File: config.mk
export PLATFORM = sky130hd
export DESIGN_NAME = input_buffer
export DESIGN_NICKNAME = d
export VERILOG_FILES = /design/src/rtl/sobel_pkg.sv /design/src/rtl/flex_counter.sv /design/src/rtl/input_buffer.sv
export SDC_FILE = /design/constraint.sdc
export NUM_CORES = 1
export LEC_CHECK = 0
export ABC_CLOCK_PERIOD_IN_PS = 10720
export CAP_MARGIN = 20
export CORE_MARGIN = 4
export CORE_UTILIZATION = 29
export CTS_CLUSTER_SIZE = 24
export DETAILED_ROUTE_END_ITERATION = 8
export GPL_ROUTABILITY_DRIVEN = 0
export RECOVER_POWER = 50
export SETUP_SLACK_MARGIN = 0.2
export SYNTH_ARGS = -nofsm -noshare
export SYNTH_HDL_FRONTEND = slang
export SYNTH_SLANG_ARGS = --single-unit
File: constraint.sdc
create_clock -name clk -period 10.72 [get_ports clk]
set_input_delay 2.144 -clock clk [delete_from_list [all_inputs] [get_ports clk]]
set_output_delay 2.144 -clock clk [all_outputs]
set_load 0.03 [all_outputs]
File: src/rtl/sobel_pkg.sv
// Shared types and constants for the Sobel front end: reader FSM state
// encoding, packing constants and a counter-width helper.
package sobel_pkg;

  typedef enum logic [2:0] {
    IDLE,
    FETCH,
    WAIT_DATA,
    UNPACK,
    DONE
  } state_t;

  localparam int PIX_PER_WORD   = 4;
  localparam int BYTES_PER_WORD = 4;

  // Counter width able to hold 0..n-1, never narrower than one bit.
  function automatic int cnt_width(input int n);
    return (n > 1) ? $clog2(n) : 1;
  endfunction

endpackage

File: src/rtl/flex_counter.sv
// Wrap-around up counter: counts 0..i_rollover_val on i_count_en, then wraps.
// o_rollover flags that the current count equals the rollover value.
module flex_counter #(
  parameter int WIDTH = 4
) (
  input  logic             clk,
  input  logic             n_rst,
  input  logic             i_clear,
  input  logic             i_count_en,
  input  logic [WIDTH-1:0] i_rollover_val,
  output logic [WIDTH-1:0] o_count,
  output logic             o_rollover
);

  logic [WIDTH-1:0] r_count;

  // NOTE: sequential state uses non-blocking assignments only, so every
  // flop samples the pre-edge values of its neighbours.
  always_ff @(posedge clk) begin
    if (!n_rst) begin
      r_count <= '0;
    end else if (i_clear) begin
      r_count <= '0;
    end else if (i_count_en) begin
      r_count <= (r_count == i_rollover_val) ? '0 : r_count + 1'b1;
    end
  end

  assign o_count    = r_count;
  assign o_rollover = (r_count == i_rollover_val);

endmodule

File: src/rtl/input_buffer.sv
// Reads a packed 8-bit grayscale image from SRAM one word at a time and
// streams it pixel by pixel to the Sobel core. SERPENTINE_EN: odd rows right-to-left.
module input_buffer
  import sobel_pkg::*;
#(
  parameter int IMG_W = 640,
  parameter int IMG_H = 480
) (
  input  logic        clk,
  input  logic        n_rst,
  input  logic        start,
  input  logic [31:0] base_addr,
  output logic        read_req,
  output logic [31:0] read_addr,
  input  logic [31:0] read_data,
  input  logic        read_valid,
  output logic [7:0]  pix_data,
  output logic        pix_valid,
  input  logic        pix_ready,
  output logic        pix_eol,
  output logic        pix_last,
  output logic        busy,
  output logic        done
);

  localparam int COL_W         = cnt_width(IMG_W);
  localparam int ROW_W         = cnt_width(IMG_H);
  localparam int WORDS_PER_ROW = IMG_W / PIX_PER_WORD;

  state_t            r_state;
  logic [31:0]       r_base;
  logic [31:0]       r_word;
  logic              r_read_req;
  logic              r_pix_valid;
  logic              r_busy;
  logic              r_done;

  logic              w_clear;
  logic              w_xfer;
  logic [COL_W-1:0]  w_col;
  logic              w_col_roll;
  logic [ROW_W-1:0]  w_row;
  logic              w_row_roll;
  logic              w_mirror;
  logic [1:0]        w_lane;
  logic [31:0]       w_word_in_row;
  logic [31:0]       w_word_idx;

  assign w_clear = (r_state == IDLE) && start;
  assign w_xfer  = r_pix_valid && pix_ready;

  // Column counts pixels in traversal order; row advances on each row's last pixel.
  flex_counter #(.WIDTH(COL_W)) u_col_cnt (
    .clk            (clk),
    .n_rst          (n_rst),
    .i_clear        (w_clear),
    .i_count_en     (w_xfer),
    .i_rollover_val (COL_W'(IMG_W - 1)),
    .o_count        (w_col),
    .o_rollover     (w_col_roll)
  );

  flex_counter #(.WIDTH(ROW_W)) u_row_cnt (
    .clk            (clk),
    .n_rst          (n_rst),
    .i_clear        (w_clear),
    .i_count_en     (w_xfer && w_col_roll),
    .i_rollover_val (ROW_W'(IMG_H - 1)),
    .o_count        (w_row),
    .o_rollover     (w_row_roll)
  );

`ifdef SERPENTINE_EN
  assign w_mirror = w_row[0];
`else
  assign w_mirror = 1'b0;
`endif

  // Mirrored rows walk words from the right end and bytes from pixel 3 down.
  assign w_lane = w_mirror ? ~w_col[1:0] : w_col[1:0];

  always_comb begin
    w_word_in_row = 32'(w_col >> 2);
    if (w_mirror) begin
      w_word_in_row = 32'(WORDS_PER_ROW - 1) - w_word_in_row;
    end
    w_word_idx = 32'(w_row) * 32'(WORDS_PER_ROW) + w_word_in_row;
  end

  assign read_addr = r_base + w_word_idx * 32'(BYTES_PER_WORD);

  always_comb begin
    unique case (w_lane)
      2'd0:    pix_data = r_word[31:24];
      2'd1:    pix_data = r_word[23:16];
      2'd2:    pix_data = r_word[15:8];
      default: pix_data = r_word[7:0];
    endcase
  end

  always_ff @(posedge clk) begin
    if (!n_rst) begin
      r_state     <= IDLE;
      r_base      <= '0;
      r_word      <= '0;
      r_read_req  <= 1'b0;
      r_pix_valid <= 1'b0;
      r_busy      <= 1'b0;
      r_done      <= 1'b0;
    end else begin
      unique case (r_state)
        IDLE: begin
          if (start) begin
            r_base     <= base_addr;
            r_read_req <= 1'b1;
            r_busy     <= 1'b1;
            r_state    <= FETCH;
          end
        end
        FETCH: begin
          r_read_req <= 1'b0;
          r_state    <= WAIT_DATA;
        end
        WAIT_DATA: begin
          if (read_valid) begin
            r_word      <= read_data;
            r_pix_valid <= 1'b1;
            r_state     <= UNPACK;
          end
        end
        UNPACK: begin
          if (w_xfer && (w_col[1:0] == 2'd3)) begin
            r_pix_valid <= 1'b0;
            if (w_col_roll && w_row_roll) begin
              r_done  <= 1'b1;
              r_state <= DONE;
            end else begin
              r_read_req <= 1'b1;
              r_state    <= FETCH;
            end
          end
        end
        DONE: begin
          r_done  <= 1'b0;
          r_busy  <= 1'b0;
          r_state <= IDLE;
        end
        default: r_state <= IDLE;
      endcase
    end
  end

  assign read_req  = r_read_req;
  assign pix_valid = r_pix_valid;
  assign pix_eol   = r_pix_valid && w_col_roll;
  assign pix_last  = pix_eol && w_row_roll;
  assign busy      = r_busy;
  assign done      = r_done;

endmodule

==> impl_metrics.json <==
{
  "grt_max_degree": 40,
  "dr.pass1.iters": 7,
  "drv_cap": 1,
  "wl_per_cell_um": 14.5,
  "powerDensity_nw_per_um2": 116,
  "core_area_um2": 18800,
  "cts_tree": "yes",
  "setup_ws_ns": 3.25,
  "critPathArrivalTime_ns": 5.32,
  "die_height_um": 147,
  "preCtsSetupSlack_ns": 3.63,
  "ir_worst_vdd_mv": 0.0770,
  "fp-row-count": 50,
  "yosys_warnings": 0,
  "syn_area_per_cell_um2": 8.41,
  "synth_area_um2": 5580,
  "reg2reg_slack_ns": 7.90,
  "slew_headroom_pct": -6.02,
  "postRouteAntennaNets": 0,
  "fin_setup_tns_ns": 0,
  "outcome": "complete, but fails checks",
  "dieArea_um2": 21500,
  "worst_skew_pair.late_latency_ns": 0.35,
  "crit_start": "u_row_cnt.o_count[1]",
  "rsz0062_at_grt": "no",
  "clk_path_buf_depth": 2,
  "hpwl_mm": 11.1,
  "syn_inst": 664,
  "htree_levels": 3,
  "rr_worst_depth": 6,
  "syn-num-nets": 777,
  "min_path_type": "reg2reg",
  "num_io_pins": 115,
  "critPathRequiredTime_ns": 8.58,
  "leakagePower_nw": 2.83,
  "hold_viol": 0,
  "synth_cell_types": 57,
  "grt_pass1_wl_mm": 24.5,
  "vias_per_cell": 4.96,
  "cts_buffers": 9,
  "failed_checks": "max-capacitance violations, max-slew violations",
  "drc": 0,
  "utilization_pct": 38.5,
  "drive_gt1_share_pct": 3.81,
  "setup_viol": 0,
  "min_period_over_period_pct": 69.7,
  "clock-sinks": 90,
  "die_x_um": 147,
  "num_vias": 5065,
  "post-route-cell-area_um2": 7250,
  "crit_fanout": 12,
  "critPathCaptureType": "output port",
  "diodes": 0,
  "synth_seq_cells": 90,
  "worst_pin_slew_ns": 1.59,
  "antenna_found_initial": 0,
  "fin_crit_ns": 7.47,
  "synth_flop_cell": "dfxtp_1",
  "reg2reg_from": "u_col_cnt.o_count[1]",
  "path_class": "reg2out",
  "ys_seq_area_share_pct": 32.3,
  "drv_slew": 33,
  "post_cts_buffers": 0,
  "globalRouteTotalUtil_pct": 13.7,
  "max_freq_ghz": 0.134,
  "ctsResizeCount": 0,
  "whs_ns": 0.462,
  "start_util_pct": 29.7,
  "hold_buffers": 0,
  "syn_to_final_growth_pct": 29.8,
  "ctsRootBufferMaster": "clkbuf_16",
  "fin_worst_skew_ns": 0.00803,
  "startpoint_type": "flop",
  "synth-edff-count": 0,
  "nNetsFinal": 870,
  "drt_iter0_drc": 285,
  "grt_pass1_vias": 4980,
  "r2r-end": "u_row_cnt.o_count[6]",
  "async_flop_share_pct": 0,
  "clkTransAtPathRegs_ns": 0.07,
  "grt_overflow": 0,
  "port_buffers": 114,
  "placed_area_um2": 6950,
  "worstSetupEndpoint": "read_addr[20]",
  "finalWirelength_mm": 14.8
}
cells in the final DEF, fill, tap and decap left out, types with 6 or more instances in the layout:
| cell | instances |
|---|---|
| xnor2_1 | 21 |
| nor2_1 | 44 |
| clkdlybuf4s50_1 | 109 |
| a21oi_1 | 27 |
| inv_1 | 17 |
| a211oi_1 | 7 |
| a22o_1 | 31 |
| ha_1 | 41 |
| dfxtp_1 | 90 |
| and3_1 | 13 |
| nand4_1 | 11 |
| or3_1 | 6 |
| xor2_1 | 28 |
| o21ai_0 | 18 |
| nand2_1 | 98 |
| a21o_1 | 7 |
| a222oi_1 | 8 |
| a21boi_0 | 34 |
| nor3_1 | 14 |
| a31oi_1 | 7 |
| mux2i_1 | 9 |
| clkbuf_16 | 9 |
| and2_1 | 6 |
| o211ai_1 | 9 |
| nand3_1 | 22 |
final cells by class:
cell class              instances  area [µm²]
well taps                     260         325
inverters                      17        63.8
clock inverters                 7        81.3
flip-flops and latches         90        1800
fillers                      1943       11600
multi-input cells             519        3550
clock buffers                   9         225
repair buffers                120        1200
sequential cells by signal, indices dropped and copies added, names as in the netlist:
| signal | flops |
|---|---|
| read_req | 1 |
| done | 1 |
| busy | 1 |
| u_row_cnt.o_count | 9 |
| pix_valid | 1 |
| r_state | 3 |
| u_col_cnt.o_count | 10 |
| r_base | 32 |
| r_word | 32 |
critical path: stages (launching register included):
cell and delay, ns:
dfxtp_1 0.45, ha_1 0.27, ha_1 0.23, fa_1 0.40, a211oi_1 0.29, nor2_1 0.10, xor2_1 0.28, nor3b_1 0.36
nand3_1 0.14, xor2_1 0.16, ha_1 0.46, nand4_1 0.52, o31ai_1 0.44, xor2_1 0.17, clkdlybuf4s50_1 0.68
synth_stat cells, drive strengths merged (8+ instances only):
| library cell | count | share of area, % |
|---|---|---|
| mux2i | 9 | 1.6 |
| nor2 | 45 | 3.0 |
| xnor2 | 21 | 3.3 |
| o211ai | 9 | 1.2 |
| a21oi | 27 | 2.4 |
| o21ai | 20 | 1.9 |
| nand2 | 98 | 6.6 |
| ha | 41 | 9.2 |
| clkbuf | 31 | 2.2 |
| nand4 | 11 | 1.2 |
| a21boi | 34 | 4.6 |
| xor2 | 28 | 4.4 |
| inv | 17 | 1.1 |
| dfxtp | 90 | 32 |
| nor3 | 15 | 1.4 |
| a222oi | 8 | 1.4 |
| a22o | 31 | 4.9 |
| and3 | 13 | 1.5 |
| nand3 | 22 | 2.0 |
per-stage QoR:
step / power [mW] / instances
final: 0.840 / 1022
after global routing: 0.879 / 1022
after CTS: 0.855 / 1022
after detailed placement: 0.525 / 1006
after global placement: 0.524 / 1005
after floorplan: 0.454 / 664
routing by layer:
metal  GRT usage (%)  wire [µm]
met5               0          0
met4            3.81        178
met3            4.13       1020
met2            22.7       6930
met1            17.2       6680
logic make-up (layout without fill, tap and decap cells):
| group | count (synthesis) | after routing | share of synthesized area (%) |
|---|---|---|---|
| DFF | 90 | 90 | 32.3 |
| and+or+nand+nor | 244 | 244 | 21.0 |
| buffers and inverters | 55 | 153 | 4.12 |
| other | 1 | 1 | 0.0672 |
| AOI/OAI and AO/OA | 172 | 172 | 23.0 |
| xor gates and xnor gates | 49 | 49 | 7.69 |
| adders and majority gates | 44 | 44 | 10.3 |
| muxes | 9 | 9 | 1.61 |
power by group:
part           switching, mW  internal [mW]  total, mW  leakage (nW)
Sequential            0.0147          0.350      0.365         0.732
Combinational         0.0790         0.0725      0.151          1.95
Clock                  0.158          0.166      0.324         0.150
Total                  0.252          0.589      0.840          2.83
worst min-delay path by stage:
stage	from	endpoint	cells after the start
2_1_floorplan	r_word[24]	r_word[24]	2
3_3_place_gp	r_word[17]	r_word[17]	2
3_5_place_dp	busy	busy	2
4_1_cts	r_word[17]	r_word[17]	2
5_1_grt	r_word[6]	r_word[6]	2
6_report	busy	busy	2
(Power assumes the default switching activity.)
